### src/rtl/matvec_param.sv
// Parameterised N x N signed matrix-vector multiplier with a single MAC.
// The matrix is retained across transactions; outputs saturate to OW bits with optional ReLU.
module matvec_param #(
  parameter int N  = 8,
  parameter int W  = 14,
  parameter int OW = 28
) (
  input  logic          clk,
  input  logic          reset_n,
  input  logic          input_valid,
  output logic          input_ready,
  input  logic [W-1:0]  input_data,
  input  logic          new_matrix,
  input  logic          relu_en,
  output logic          output_valid,
  input  logic          output_ready,
  output logic [OW-1:0] output_data,
  output logic          output_sat
);

  localparam int AW = 2*W + $clog2(N);
  localparam int MA = $clog2(N*N);
  localparam int XW = $clog2(N);
  localparam int JW = $clog2(N+1);

  localparam logic signed [AW-1:0] SAT_MAX = {{(AW-OW+1){1'b0}}, {(OW-1){1'b1}}};
  localparam logic signed [AW-1:0] SAT_MIN = {{(AW-OW+1){1'b1}}, {(OW-1){1'b0}}};

  typedef enum logic [2:0] {
    IDLE   = 3'd0,
    LOAD_M = 3'd1,
    LOAD_V = 3'd2,
    MAC    = 3'd3,
    OUT    = 3'd4
  } state_t;

  state_t state;

  logic signed [W-1:0]    m_mem [N*N];
  logic signed [W-1:0]    x_mem [N];
  logic [MA-1:0]          cnt;
  logic [MA-1:0]          maddr;
  logic [JW-1:0]          j;
  logic [XW-1:0]          k;
  logic signed [AW-1:0]   acc;
  logic                   relu;
  logic                   matrix_loaded;

  logic                   in_fire;
  logic                   load_new;
  logic                   m_we;
  logic                   x_we;
  logic [MA-1:0]          m_waddr;
  logic [XW-1:0]          x_waddr;
  logic signed [2*W-1:0]  prod;
  logic [OW-1:0]          clamp_data;
  logic [OW-1:0]          res_data;
  logic                   res_sat;

  // Input handshake decode and storage write enables
  always_comb begin
    in_fire  = input_valid && input_ready;
    load_new = new_matrix || !matrix_loaded;
    m_we     = 1'b0;
    x_we     = 1'b0;
    m_waddr  = '0;
    x_waddr  = '0;
    case (state)
      IDLE: begin
        m_we = in_fire && load_new;
        x_we = in_fire && !load_new;
      end
      LOAD_M: begin
        m_we    = in_fire;
        m_waddr = cnt;
      end
      LOAD_V: begin
        x_we    = in_fire;
        x_waddr = cnt[XW-1:0];
      end
      default: begin
        m_we = 1'b0;
        x_we = 1'b0;
      end
    endcase
  end

  // Product, clamp and ReLU of the current row result
  always_comb begin
    prod       = m_mem[maddr] * x_mem[j[XW-1:0]];
    res_sat    = 1'b0;
    clamp_data = acc[OW-1:0];
    if (acc > SAT_MAX) begin
      clamp_data = SAT_MAX[OW-1:0];
      res_sat    = 1'b1;
    end else if (acc < SAT_MIN) begin
      clamp_data = SAT_MIN[OW-1:0];
      res_sat    = 1'b1;
    end else begin
      clamp_data = acc[OW-1:0];
      res_sat    = 1'b0;
    end
    res_data = (relu && acc[AW-1]) ? '0 : clamp_data;
  end

  // Matrix and vector storage; deliberately not reset
  always_ff @(posedge clk) begin
    if (m_we) m_mem[m_waddr] <= input_data;
    if (x_we) x_mem[x_waddr] <= input_data;
  end

  // Control FSM with registered handshake and output signals
  always_ff @(posedge clk or negedge reset_n) begin
    if (!reset_n) begin
      state         <= IDLE;
      input_ready   <= 1'b0;
      output_valid  <= 1'b0;
      output_data   <= '0;
      output_sat    <= 1'b0;
      cnt           <= '0;
      maddr         <= '0;
      j             <= '0;
      k             <= '0;
      acc           <= '0;
      relu          <= 1'b0;
      matrix_loaded <= 1'b0;
    end else begin
      case (state)
        IDLE: begin
          input_ready <= 1'b1;
          if (in_fire) begin
            relu  <= relu_en;
            cnt   <= MA'(1);
            state <= load_new ? LOAD_M : LOAD_V;
          end
        end
        LOAD_M: begin
          if (in_fire) begin
            if (cnt == MA'(N*N-1)) begin
              matrix_loaded <= 1'b1;
              cnt           <= '0;
              state         <= LOAD_V;
            end else begin
              cnt <= cnt + MA'(1);
            end
          end
        end
        LOAD_V: begin
          if (in_fire) begin
            if (cnt == MA'(N-1)) begin
              input_ready <= 1'b0;
              cnt         <= '0;
              maddr       <= '0;
              j           <= '0;
              k           <= '0;
              acc         <= '0;
              state       <= MAC;
            end else begin
              cnt <= cnt + MA'(1);
            end
          end
        end
        MAC: begin
          // One extra cycle after the N products to register the clamped result
          if (j == JW'(N)) begin
            output_valid <= 1'b1;
            output_data  <= res_data;
            output_sat   <= res_sat;
            state        <= OUT;
          end else begin
            acc   <= acc + {{(AW-2*W){prod[2*W-1]}}, prod};
            j     <= j + JW'(1);
            maddr <= maddr + MA'(1);
          end
        end
        OUT: begin
          if (output_ready) begin
            output_valid <= 1'b0;
            if (k == XW'(N-1)) begin
              input_ready <= 1'b1;
              state       <= IDLE;
            end else begin
              k     <= k + XW'(1);
              j     <= '0;
              acc   <= '0;
              state <= MAC;
            end
          end
        end
        default: begin
          state <= IDLE;
        end
      endcase
    end
  end

endmodule
### config.mk
export PLATFORM = sky130hd
export DESIGN_NAME = matvec_param
export DESIGN_NICKNAME = d
export VERILOG_FILES = /design/src/rtl/matvec_param.sv
export SDC_FILE = /design/constraint.sdc
export NUM_CORES = 2
export LEC_CHECK = 0
export ABC_CLOCK_PERIOD_IN_PS = 9180
export CAP_MARGIN = 15
export CORE_ASPECT_RATIO = 2
export CORE_MARGIN = 2
export CORE_UTILIZATION = 50
export DETAILED_ROUTE_END_ITERATION = 6
export PLACE_DENSITY = 0.72
export SLEW_MARGIN = 20
export SYNTH_ARGS = -nofsm -noshare
export SYNTH_HDL_FRONTEND = slang
export SYNTH_SLANG_ARGS = --single-unit
### constraint.sdc
create_clock -name clk -period 9.18 [get_ports clk]
set_clock_uncertainty 0.1 [all_clocks]
set_input_delay 2.295 -clock clk [delete_from_list [all_inputs] [get_ports clk]]
set_output_delay 2.295 -clock clk [all_outputs]
set_load 0.005 [all_outputs]
* Word-level counts from Yosys, hierarchy flattened *
Memories as Yosys holds them, arrays and structs flattened.
Index checks and enable logic that the tools add are counted.

storage, ports and cells
  memory bits (writable) = 1,008
  bits of input ports = 20
  output and inout port bits = 31
  memories = 2
  bits in registers = 86
  logic and storage cells = 122

memory list
  memory  depth  bits a word  rd ports  clocked after memory_dff  wr ports  RTL line  RTL
  m_mem   64     14           1         0                         1         39        logic signed [W-1:0] m_mem [N*N];
  x_mem   8      14           1         0                         1         40        logic signed [W-1:0] x_mem [N];

cells by class
  add/sub/neg operators = 5
  $lt $le $gt $ge = 2
  multiplexer cells = 58
  multiply operators = 1
  reductions and logical operators = 24
  equality and inequality tests = 18

operators by type and width
  cell                                                                                count
  31-bit 2-to-1 mux                                                                   5
  31-bit case mux with 3 select lines                                                 1
  28-bit 2-to-1 mux                                                                   3
  6-bit 2-to-1 mux                                                                    9
  3-bit 2-to-1 mux                                                                    12
  31-bit adder                                                                        1
  31-bit by 28-bit greater-than comparator with 1-bit output (second input constant)  1
  31-bit by 28-bit < comparator with 1-bit output (second input constant)             1
  14-bit by 14-bit multiplier with 28-bit output                                      1
  4-bit 2-to-1 mux                                                                    5
  2-bit inequality test (second input constant)                                       10
  6-bit case mux with 3 select lines                                                  1
  3-bit case mux with 5 select lines                                                  1
  6-bit by 1-bit adder with 6-bit output (second input constant)                      2
  1-bit 2-to-1 mux                                                                    12
  4-bit case mux with 3 select lines                                                  1
  6-bit case mux with 2 select lines                                                  1
  5-bit AND reduction                                                                 2
  3-bit nonzero test                                                                  3
  4-bit AND reduction                                                                 2
  7-bit AND reduction                                                                 1
  3-bit by 2-bit equality test with 1-bit output (second input constant)              2
  3-bit equality test (second input constant)                                         2
  6-bit by 3-bit equality test with 1-bit output (second input constant)              1
  other kinds (17)                                                                    28

* Depth between registers and ports, before layout *
  depth in word-level cells = 7
  gate-level depth with buffers = 41
  gate-level depth less buffers = 36

* Worst setup path before layout *
No wires, ideal clock.

  kind = register to register
  from = register maddr[1]
  to = register acc[23]
  library setup time = 0.127 ns
  data arrival time = 9.358 ns
  buffers on the path = 4
  required time = 8.953 ns
  period minus slack after synthesis = 9.584 ns
  stages on the path, launching flop included = 38
  setup slack = -0.404 ns
  cells stage by stage = dfrtp_1 > buf_2 > buf_2 > clkbuf_1 > clkbuf_1 > mux4_2 > mux4_2 > nand2_1 > nand2_1 > o21ai_2 > nor2_1 > fa_1 > inv_1 > fa_1 > inv_1 > fa_1 > inv_1 > fa_1 > [2 not listed] > inv_1 > fa_1 > inv_1 > ha_1 > a211o_1 > a211oi_1 > nor2_1 > xor2_1 > ha_1 > a21o_1 > a21o_1 > a21o_1 > a2111o_1 > a221o_1 > a31o_2 > a21oi_1 > mux2i_1 > nand3_1

on the way
  cells in the longest elaborated chain, start to end = 5

ends and longest elaborated chain
  element                                         RTL line  RTL
  from (decl)                                     42        logic [MA-1:0] maddr;
  from (signal assigned)                          173       maddr <= maddr + MA'(1);
  memory read 64 x 14 bit                         -
  14-bit by 14-bit multiplier with 28-bit output  90        prod = m_mem[maddr] * x_mem[j[XW-1:0]];
  31-bit adder                                    171       acc <= acc + {{(AW-2*W){prod[2*W-1]}}, prod};
  31-bit 2-to-1 mux                               165       if (j == JW'(N)) begin
  31-bit case mux with 3 select lines             128       case (state)
  to (signal assigned)                            171
  to (decl)                                       45        logic signed [AW-1:0] acc;

No other way between the ends. The select of a mux whose other input is x is not followed.
A chain may end at the register's enable or synchronous reset.

* Worst setup path in the final report *
  from = register maddr[0]
  to = register acc[19]

Same word-level chain as after synthesis.

==> impl_metrics.env <==
export IMPL_multi_input_area_sq_um=18810
export IMPL_cts_tree="yes"
export IMPL_crit_family="adder cells"
export IMPL_grt_antenna_before_repair=2
export IMPL_clock_path_buffers=3
export IMPL_cp_common_cell="fa_1"
export IMPL_synth_top_area_share=0.5894
export IMPL_crit_required_ps=9670
export IMPL_cap_violations=0
export IMPL_clkSinkCount=1094
export IMPL_grt_pass1_vias=32350
export IMPL_die_area_sq_um=105400
export IMPL_path_buf_inv=11
export IMPL_overflow=0
export IMPL_grt_pass1_wl_mm=209.4
export IMPL_port_buffers=50
export IMPL_syn_area_sq_um=51360
export IMPL_ys_seq_area_frac=0.6313
export IMPL_use_met1=0.2785
export IMPL_grt_usage=0.2759
export IMPL_tns_ps=-3361
export IMPL_timing_hold_ws_ps=369.9
export IMPL_nFillCells=7093
export IMPL_drc=0
export IMPL_arrival_ps=10120
export IMPL_whs_path_depth=2
export IMPL_use_met3=0.03555
export IMPL_seq_area_sq_um=32430
export IMPL_grt_busiest_layer="met2"
export IMPL_numCtsBuffers=89
export IMPL_areaGrowthSynthToFinish_pct=20.48
export IMPL_ys_types=65
export IMPL_worstMarginPinSlew_ps=1161
export IMPL_period_share=1.049
export IMPL_fin_crit_ps=9629
export IMPL_root_buffer="clkbuf_16"
export IMPL_synth_edff_count=1008
export IMPL_fmax_mhz=103.8
export IMPL_rr_endpoint="acc[19]"
export IMPL_clk_latency_ps=710
export IMPL_fin_ws_ps=-449.3
export IMPL_initial_core_util=0.5036
export IMPL_slowest_stage="mux4_2"
export IMPL_synth_nets=3377
export IMPL_crit_type="reg -> reg"
export IMPL_ys_flop_type="edfxtp_1"
export IMPL_vias=29740
export IMPL_hold_class="reg -> reg"
export IMPL_cp_start_kind="flip-flop"
export IMPL_synth_top_cell_by_area="edfxtp_1"
export IMPL_ant_nets=0
export IMPL_status="finished with violations"
export IMPL_grt_met2_usage=0.5099
export IMPL_routed_via_density=5.993
export IMPL_wl_per_cell_microns=28.74
export IMPL_drt_iter0_markers=2941
export IMPL_cpPeakStageDelay_ps=580
export IMPL_drive_above_1_share=0.3369
export IMPL_ios=51
export IMPL_setup_viol=13
export IMPL_rows=166
export IMPL_ctsHtreeMaxLevel=3
export IMPL_ys_warn_count=0
export IMPL_cp_max_fo=6
export IMPL_synthCells=3058
export IMPL_r2r_start="maddr[0]"
export IMPL_synth_area_leaders="edfxtp_1 59%, mux4_2 14%, fa_1 7.6%, dfrtp_1 4.2%, ha_1 2.5%"
export IMPL_async_reset_ff_frac=0.07861
export IMPL_slew_violations=0
export IMPL_nets=3867
export IMPL_setup_reg_to_reg_worst_slack_ps=-450
export IMPL_wl_mm=142.6
export IMPL_avgSynthCellArea_sq_um=16.79
export IMPL_die_width_microns=230.6
export IMPL_path_clk_slew_ps=70
export IMPL_grt_max_degree=73
export IMPL_r2r_cells=34
export IMPL_dpl_hpwl_mm=95.01
export IMPL_core_sq_um=102000
export IMPL_hold_viol_final=0
export IMPL_firstDrtPassIters=6
export IMPL_hp_start="output_data[9]"
export IMPL_place_ws_ps=-1236
export IMPL_worstSetupEndpointType="flip-flop"
export IMPL_relSlewSlack=0.2249
export IMPL_violations="negative setup slack"
export IMPL_min_to="output_data[9]"
export IMPL_fp_dieH_microns=457.2
export IMPL_rsz0062_at_grt="true"
export IMPL_routabilityCongestion=0.9649
export IMPL_synth_seq_cells=1094
cell usage after synthesis (8+ instances only):
cell / number
xor2_1: 18
or2_2: 10
mux4_2: 311
o31ai_1: 8
nor3_1: 11
buf_2: 33
buf_1: 18
xnor2_1: 39
nand2_1: 230
o21ai_0: 104
nand3_1: 40
buf_4: 9
nor2_1: 213
o21a_1: 12
fa_1: 196
mux2i_1: 10
or3_1: 8
nand2b_1: 42
a21o_1: 27
ha_1: 103
nor2b_1: 47
clkbuf_1: 71
dfrtp_1: 86
a22o_1: 9
a21oi_1: 46
edfxtp_1: 1008
inv_1: 241
worst max-delay path by stage:
stage / to / slack, ps / startpoint / cells past startpoint
3_3_place_gp: acc[30] / -1070 / maddr[0] / 35
5_1_grt: acc[30] / -670 / maddr[0] / 36
2_1_floorplan: acc[30] / 30 / maddr[0] / 38
3_5_place_dp: acc[30] / -1240 / maddr[0] / 35
4_1_cts: acc[27] / -430 / maddr[0] / 35
6_report: acc[19] / -450 / maddr[0] / 34
worst min-delay path, cell delays in order (launching register included):
cell	delay, ps
dfrtp_1	340
nand2_1	50
nand2_1	50
cells by family after synthesis:
group | synth area share
simple gates | 0.05484
fa+ha+maj | 0.1015
flops | 0.6313
mux | 0.1399
buf+inv | 0.03004
compound gates | 0.03228
xor+xnor | 0.01016
layer usage:
layer	wire (microns)	share of wire
met1	43500	0.30
met2	79560	0.56
met3	7374	0.052
met4	12180	0.085
met5	13	0.000091
layout make-up:
type | instances | area share
Antenna cell | 1 | 0.00004044
Timing Repair Buffer | 536 | 0.08226
Multi-Input combinational cell | 1585 | 0.3040
Inverter | 242 | 0.01468
Clock buffer | 107 | 0.03777
Tap cell | 1344 | 0.02718
Sequential cell | 1094 | 0.5242
Clock inverter | 54 | 0.009808
timing repair:
action | 4_1_cts | 5_1_grt
gates resized for setup | 268 | 98
gates cloned | 10 | 0
pin swaps | 104 | 67
hold buffers | 0 | 0
buffers inserted | 77 | 32
setup endpoints to repair | 19 | 19
stage by stage:
step                      instances  area (sq um)    util
after floorplan                3058         51520       -
after global placement         4699         56330  0.5523
after detailed placement       4699         56330  0.5524
after CTS                      4941         61290  0.6010
after global routing           4963         61870  0.6067
final                          4963         61870  0.6067
sequential cells by signal (all words and copies together) (netlist names):
signal,cells
output_data,28
output_valid,1
input_ready,1
m_mem,896
matrix_loaded,1
cnt,6
j,4
output_sat,1
state,3
relu,1
acc,31
maddr,6
x_mem,112
k,3
cells in the final DEF (no fill, tap or decap), types with 20 or more instances in the layout:
cell | synthesis | layout
a21oi_1 | 46 | 28
nand2_2 | 0 | 20
clkdlybuf4s50_1 | 0 | 35
buf_6 | 6 | 48
nand2b_1 | 42 | 40
ha_1 | 103 | 74
xnor2_1 | 39 | 26
mux4_2 | 311 | 311
clkbuf_16 | 0 | 91
buf_12 | 0 | 48
edfxtp_1 | 1008 | 1008
nor2b_1 | 47 | 39
ha_4 | 0 | 27
dfrtp_1 | 86 | 81
fa_1 | 196 | 187
inv_2 | 0 | 21
inv_1 | 241 | 220
nor2_1 | 213 | 151
buf_4 | 9 | 379
o21ai_0 | 104 | 75
a21o_1 | 27 | 27
nand2_1 | 230 | 207
nor2_2 | 0 | 47
nand3_1 | 40 | 31
Power is left out: the tool's default activity adds up to more than one toggle a clock period on the data nets, which glitch-free logic cannot reach.
